===== src/rtl/lcd_sequencer.sv =====
// Character-LCD sequencer: power-up wait, four init commands, then two-line refresh from a 32x8 buffer.
// Define LCD_AUTO_REFRESH_EN to add a periodic refresh timer running while the block is ready.
module lcd_sequencer #(
    parameter int PWR_WAIT       = 1500000,
    parameter int EN_CYCLES      = 4,
    parameter int CMD_WAIT       = 4000,
    parameter int CLEAR_WAIT     = 160000,
    parameter int REFRESH_CYCLES = 10000000
) (
    input  logic       clk,
    input  logic       rst,
    input  logic       buf_we,
    input  logic [4:0] buf_addr,
    input  logic [7:0] buf_data,
    input  logic       upd_req,
    output logic       upd_ack,
    output logic       ready,
    output logic       busy,
    output logic       lcd_write,
    output logic [7:0] lcd_ascii,
    output logic       lcd_en
);
    localparam int MAX_A = (PWR_WAIT > CLEAR_WAIT) ? PWR_WAIT : CLEAR_WAIT;
    localparam int MAX_B = (CMD_WAIT > EN_CYCLES) ? CMD_WAIT : EN_CYCLES;
    localparam int MAX_C = (MAX_A > MAX_B) ? MAX_A : MAX_B;
    localparam int MAX_W = (MAX_C > REFRESH_CYCLES) ? MAX_C : REFRESH_CYCLES;
    localparam int CW    = $clog2(MAX_W + 1);

    localparam logic [CW-1:0] PWR_LAST = CW'(PWR_WAIT - 1);
    localparam logic [CW-1:0] EN_LAST  = CW'(EN_CYCLES - 1);
    localparam logic [CW-1:0] CMD_LAST = CW'(CMD_WAIT - 1);
    localparam logic [CW-1:0] CLR_LAST = CW'(CLEAR_WAIT - 1);

    typedef enum logic [2:0] {PWR, INIT, IDLE, ADDR1, LINE1, ADDR2, LINE2, DONE} state_t;

    state_t          state_q;
    logic [CW-1:0]   cnt_q;
    logic            en_ph_q;
    logic [3:0]      itm_q;
    logic            pend_q;
    logic [31:0][7:0] buf_q;

    state_t          nxt_state_d;
    logic [3:0]      nxt_itm_d;
    logic            nxt_wr_d;
    logic [7:0]      nxt_ch_d;
    logic            issue_d;
    logic            adv_d;
    logic            start_d;
    logic            fire_d;
    logic [4:0]      rd_addr_d;
    logic [7:0]      rd_data_d;
    logic [CW-1:0]   wait_last_d;

    function automatic logic [7:0] init_cmd(input logic [1:0] i);
        case (i)
            2'd0:    return 8'h38;
            2'd1:    return 8'h0C;
            2'd2:    return 8'h01;
            default: return 8'h06;
        endcase
    endfunction

    always_ff @(posedge clk or negedge rst) begin
        if (!rst) buf_q <= {32{8'h20}};
        else if (buf_we) buf_q[buf_addr] <= buf_data;
    end

    // Address of the character for the item loaded at the end of the current one.
    assign rd_addr_d   = {(state_q == ADDR2) || (state_q == LINE2),
                          ((state_q == LINE1) || (state_q == LINE2)) ? itm_q + 4'd1 : 4'd0};
    assign rd_data_d   = buf_q[rd_addr_d];
    assign wait_last_d = (state_q == INIT && itm_q == 4'd2) ? CLR_LAST : CMD_LAST;

`ifdef LCD_AUTO_REFRESH_EN
    localparam logic [CW-1:0] AR_LAST = CW'(REFRESH_CYCLES - 1);
    logic [CW-1:0] ar_cnt_q;

    always_ff @(posedge clk or negedge rst) begin
        if (!rst) ar_cnt_q <= '0;
        else if (state_q == IDLE && start_d) ar_cnt_q <= '0;
        else if (ready && ar_cnt_q != AR_LAST) ar_cnt_q <= ar_cnt_q + CW'(1);
    end

    assign fire_d = ready && (ar_cnt_q == AR_LAST);
`else
    assign fire_d = 1'b0;
`endif

    assign start_d = upd_req || pend_q || fire_d;

    always_comb begin
        nxt_state_d = IDLE;
        nxt_itm_d   = 4'd0;
        nxt_wr_d    = 1'b0;
        nxt_ch_d    = 8'h00;
        issue_d     = 1'b1;
        case (state_q)
            PWR: begin nxt_state_d = INIT; nxt_ch_d = 8'h38; end
            INIT:
                if (itm_q == 4'd3) issue_d = 1'b0;
                else begin
                    nxt_state_d = INIT;
                    nxt_itm_d   = itm_q + 4'd1;
                    nxt_ch_d    = init_cmd(itm_q[1:0] + 2'd1);
                end
            IDLE:  begin nxt_state_d = ADDR1; nxt_ch_d = 8'h80; end
            ADDR1: begin nxt_state_d = LINE1; nxt_wr_d = 1'b1; nxt_ch_d = rd_data_d; end
            LINE1:
                if (itm_q == 4'hF) begin nxt_state_d = ADDR2; nxt_ch_d = 8'hC0; end
                else begin
                    nxt_state_d = LINE1;
                    nxt_itm_d   = itm_q + 4'd1;
                    nxt_wr_d    = 1'b1;
                    nxt_ch_d    = rd_data_d;
                end
            ADDR2: begin nxt_state_d = LINE2; nxt_wr_d = 1'b1; nxt_ch_d = rd_data_d; end
            LINE2:
                if (itm_q == 4'hF) begin nxt_state_d = DONE; issue_d = 1'b0; end
                else begin
                    nxt_state_d = LINE2;
                    nxt_itm_d   = itm_q + 4'd1;
                    nxt_wr_d    = 1'b1;
                    nxt_ch_d    = rd_data_d;
                end
            default: issue_d = 1'b0;
        endcase
    end

    always_comb begin
        adv_d = 1'b0;
        case (state_q)
            PWR:     adv_d = (cnt_q == PWR_LAST);
            IDLE:    adv_d = start_d;
            DONE:    adv_d = 1'b1;
            default: adv_d = !en_ph_q && (cnt_q == wait_last_d);
        endcase
    end

    always_ff @(posedge clk or negedge rst) begin
        if (!rst) begin
            state_q   <= PWR;
            cnt_q     <= '0;
            en_ph_q   <= 1'b0;
            itm_q     <= 4'd0;
            pend_q    <= 1'b0;
            lcd_en    <= 1'b0;
            lcd_write <= 1'b0;
            lcd_ascii <= 8'h00;
            upd_ack   <= 1'b0;
            ready     <= 1'b0;
            busy      <= 1'b1;
        end else begin
            if (upd_req && state_q != IDLE) pend_q <= 1'b1;
            if (adv_d) begin
                state_q <= nxt_state_d;
                itm_q   <= nxt_itm_d;
                cnt_q   <= '0;
                en_ph_q <= issue_d;
                lcd_en  <= issue_d;
                if (issue_d) begin
                    lcd_write <= nxt_wr_d;
                    lcd_ascii <= nxt_ch_d;
                end
                upd_ack <= (nxt_state_d == DONE);
                ready   <= (nxt_state_d == IDLE);
                busy    <= (nxt_state_d != IDLE);
                if (state_q == IDLE) pend_q <= 1'b0;
            end else begin
                upd_ack <= 1'b0;
                if (en_ph_q) begin
                    if (cnt_q == EN_LAST) begin
                        en_ph_q <= 1'b0;
                        lcd_en  <= 1'b0;
                        cnt_q   <= '0;
                    end else begin
                        cnt_q <= cnt_q + CW'(1);
                    end
                end else if (state_q != IDLE) begin
                    cnt_q <= cnt_q + CW'(1);
                end
            end
        end
    end
endmodule


===== config.mk =====
export PLATFORM = sky130hd
export DESIGN_NAME = lcd_sequencer
export DESIGN_NICKNAME = d
export VERILOG_FILES = /design/src/rtl/lcd_sequencer.sv
export SDC_FILE = /design/constraint.sdc
export NUM_CORES = 1
export LEC_CHECK = 0
export CORE_UTILIZATION = 50
export CTS_BUF_LIST = sky130_fd_sc_hd__clkbuf_16
export DETAILED_ROUTE_END_ITERATION = 8
export PLACE_DENSITY = 0.68
export SLEW_MARGIN = 20
export SYNTH_ARGS = -nofsm -noshare
export SYNTH_HDL_FRONTEND = slang
export SYNTH_SLANG_ARGS = --single-unit

===== constraint.sdc =====
create_clock -name clk -period 9.17 [get_ports clk]
set_input_delay 1.834 -clock clk [delete_from_list [all_inputs] [get_ports clk]]
set_output_delay 1.834 -clock clk [all_outputs]
set_load 0.02 [all_outputs]

==> results.cfg <==
[floorplan]
dieArea_um2 = 30200
io_pins = 30
die_x_um = 174
initial_utilization = 0.511
row_count = 62
core_area_um2 = 28900
die_h_um = 174

[critical_path]
start_kind = register
max_stage_delay_ns = 0.61
crit_fanout = 47
crit_path_start = itm_q[0]
path_class = reg2reg
critPathMostFrequentCell = buf_4
critPathBufInv = 2
rr_startpoint = itm_q[0]
critPathCaptureType = register
cp_slowest_cell = nand3_1
critPathTopFamily = simple AND/OR/NAND/NOR gates
crit_chain = buf_4, ha_1, xor2_2, buf_4, nand3_1, o22ai_1, a211oi_1, nor4_1, nor3_1, o31ai_1
critPathRequiredTime_ns = 9.58
arrival_ns = 4.45

[synthesis]
synth_seq_area_share = 0.515
synthArstFlopShare = 1.00
synth_edf_count = 0
syn_inst = 1281
syn_area_per_cell_um2 = 11.5
synth-main-ff-cell = dfrtp_1
synth_cell_type_count = 67
yosys_warnings = 0
synth-seq-cells = 302
syn_area_um2 = 14800
synth_nets = 1304

[place]
post-dp-hpwl_um = 25800
gp_congestion = 0.916
io_buffers = 29
dpl_cell_area_um2 = 15400

[job]
maxCapViolations = 0

[clock_tree]
cts_tree = built
clock_latency_ns = 0.51
cts.reportedPaths.clkPinSlew_ns = 0.06
cts.path.max_buffers = 3
cts_setup_buffers = 0
cts.htree.levels = 2
cts_hold_buf = 0
cts_sinks = 302
cts_inserted_buffers = 35
cts_resized = 0
clockRootBuffer = clkbuf_16

[status]
status = finished, final reports clean

[sta]
clock_skew_ns = 0.0110
relSlewSlack = 0.210
final_hold_viol_count = 0
slew_violations = 0
period_needed_ns = 4.04
worstMarginPinSlew_ns = 1.18
fin_crit_sh = 0.441
final.setup.tns_ns = 0
setup_viol = 0
rsz0062_at_grt = false
fmax_mhz = 247
whs_ns = 0.471

[route]
wl_per_cell_um = 23.6
drc = 0
drt-total-wl_um = 39900
antenna_left = 0
drtPass1Iterations = 6
num_vias = 10644
drtIter0Drc = 1127
viasPerCell = 6.28

[final_layout]
antenna_cells = 0
finalInstanceArea_um2 = 16600
final_nets = 1307
fillCellCount = 2421
final_cell_mix = mux2_2, dfrtp_1, nand2_1
final_common_cell = mux2_2
drive_above_1_share = 0.300
syn2layout_area_growth_pct = 12.2

[global_route]
grt_use_total = 0.269
grt_pass1_vias = 10763
grt_max_degree = 80
overflow = 0
grt_pass1_wl_um = 63200
antenna_found_initial = 0

[power]
vdd_drop_max_v = 0.000133
p_per_area_nw_per_um2 = 212
p_leak_uw = 0.00714

[worst_hold_path]
hold_start = busy
min_path_type = reg2reg
worst register-to-register path, delay by kind of cell, from the launching register on:
| family | cells | cell delay (ns) |
|---|---|---|
| AND/OR/NAND/NOR | 3 | 1.09 |
| flip-flops | 1 | 0.34 |
| buffers and inverters | 2 | 0.88 |
| adder cells (fa/ha/maj) | 1 | 0.51 |
| AO/OA/AOI/OAI | 3 | 0.96 |
| XOR/XNOR | 1 | 0.17 |
registers in the layout, summed over array words and instances, names as in the netlist:
name	flops
busy	1
lcd_write	1
state_q	3
upd_ack	1
buf_q	256
ready	1
lcd_ascii	8
pend_q	1
lcd_en	1
itm_q	4
en_ph_q	1
cnt_q	24
layer usage:
| metal | part of all wire | global-route usage | wire length [um] |
|---|---|---|---|
| met5 | 0 | 0 | 0 |
| met4 | 0.031 | 0.0881 | 1240 |
| met3 | 0.077 | 0.0614 | 3070 |
| met2 | 0.45 | 0.408 | 17900 |
| met1 | 0.44 | 0.382 | 17700 |
cells in the mapped netlist (all sizes together) (10+ instances only):
master | n | share of area
a221oi | 14 | 0.0083
mux2i | 37 | 0.025
nand3 | 35 | 0.012
a31oi | 14 | 0.0059
a21oi | 44 | 0.015
xor2 | 15 | 0.0089
nor3 | 20 | 0.0068
o21ai | 33 | 0.011
dfstp | 33 | 0.059
nand4 | 10 | 0.0042
mux2 | 270 | 0.21
or3 | 13 | 0.0055
nor2 | 67 | 0.017
dfrtp | 269 | 0.46
and3 | 19 | 0.0081
nand2 | 142 | 0.036
clkbuf | 81 | 0.021
a211oi | 11 | 0.0056
through the flow:
stage / total power [uW] / cells / utilization / setup WS (ns)
final: 3510 / 1694 / 0.574 / 5.13
after global routing: 3640 / 1694 / 0.574 / 4.95
after CTS: 3530 / 1694 / 0.573 / 5.18
after detailed placement: 2150 / 1631 / 0.534 / 4.89
after global placement: 2120 / 1631 / 0.534 / 4.90
after floorplan: 1980 / 1281 / - / 5.62
power by group:
group          leakage [uW]  internal (uW)  switching, uW
registers           0.00381           1570            111
clock network      0.000600            839            540
logic               0.00273            241            203
cells by family after synthesis:
kind of cell | share of synthesized area
xor gates and xnor gates | 0.0107
AOI/OAI and AO/OA | 0.0906
and+or+nand+nor | 0.115
muxes | 0.239
adders and majority gates | 0.00509
buffers and inverters | 0.0248
DFF | 0.515
worst paths after layout:
check                          endpoint  slack (ns)  depth (start not counted)
setup / recovery           lcd_ascii[2]        5.13                         10
hold / removal                     busy        0.47                          2
setup reg to reg           lcd_ascii[2]        5.13                         10
hold reg to reg                    busy        0.47                          2
max in group asynchronous     buf_q[84]        6.43                          2
min in group asynchronous     cnt_q[20]        1.29                          1
layout make-up:
class	count	area, um^2	share of cell area
Clock inverter	26	214	0.0129
Sequential cell	302	7600	0.459
Multi-Input combinational cell	883	6820	0.412
Timing Repair Buffer	53	479	0.0289
Tap cell	384	480	0.0290
Clock buffer	37	926	0.0559
Inverter	9	33.8	0.00204
Note: power is estimated with default switching activity, not from simulation.
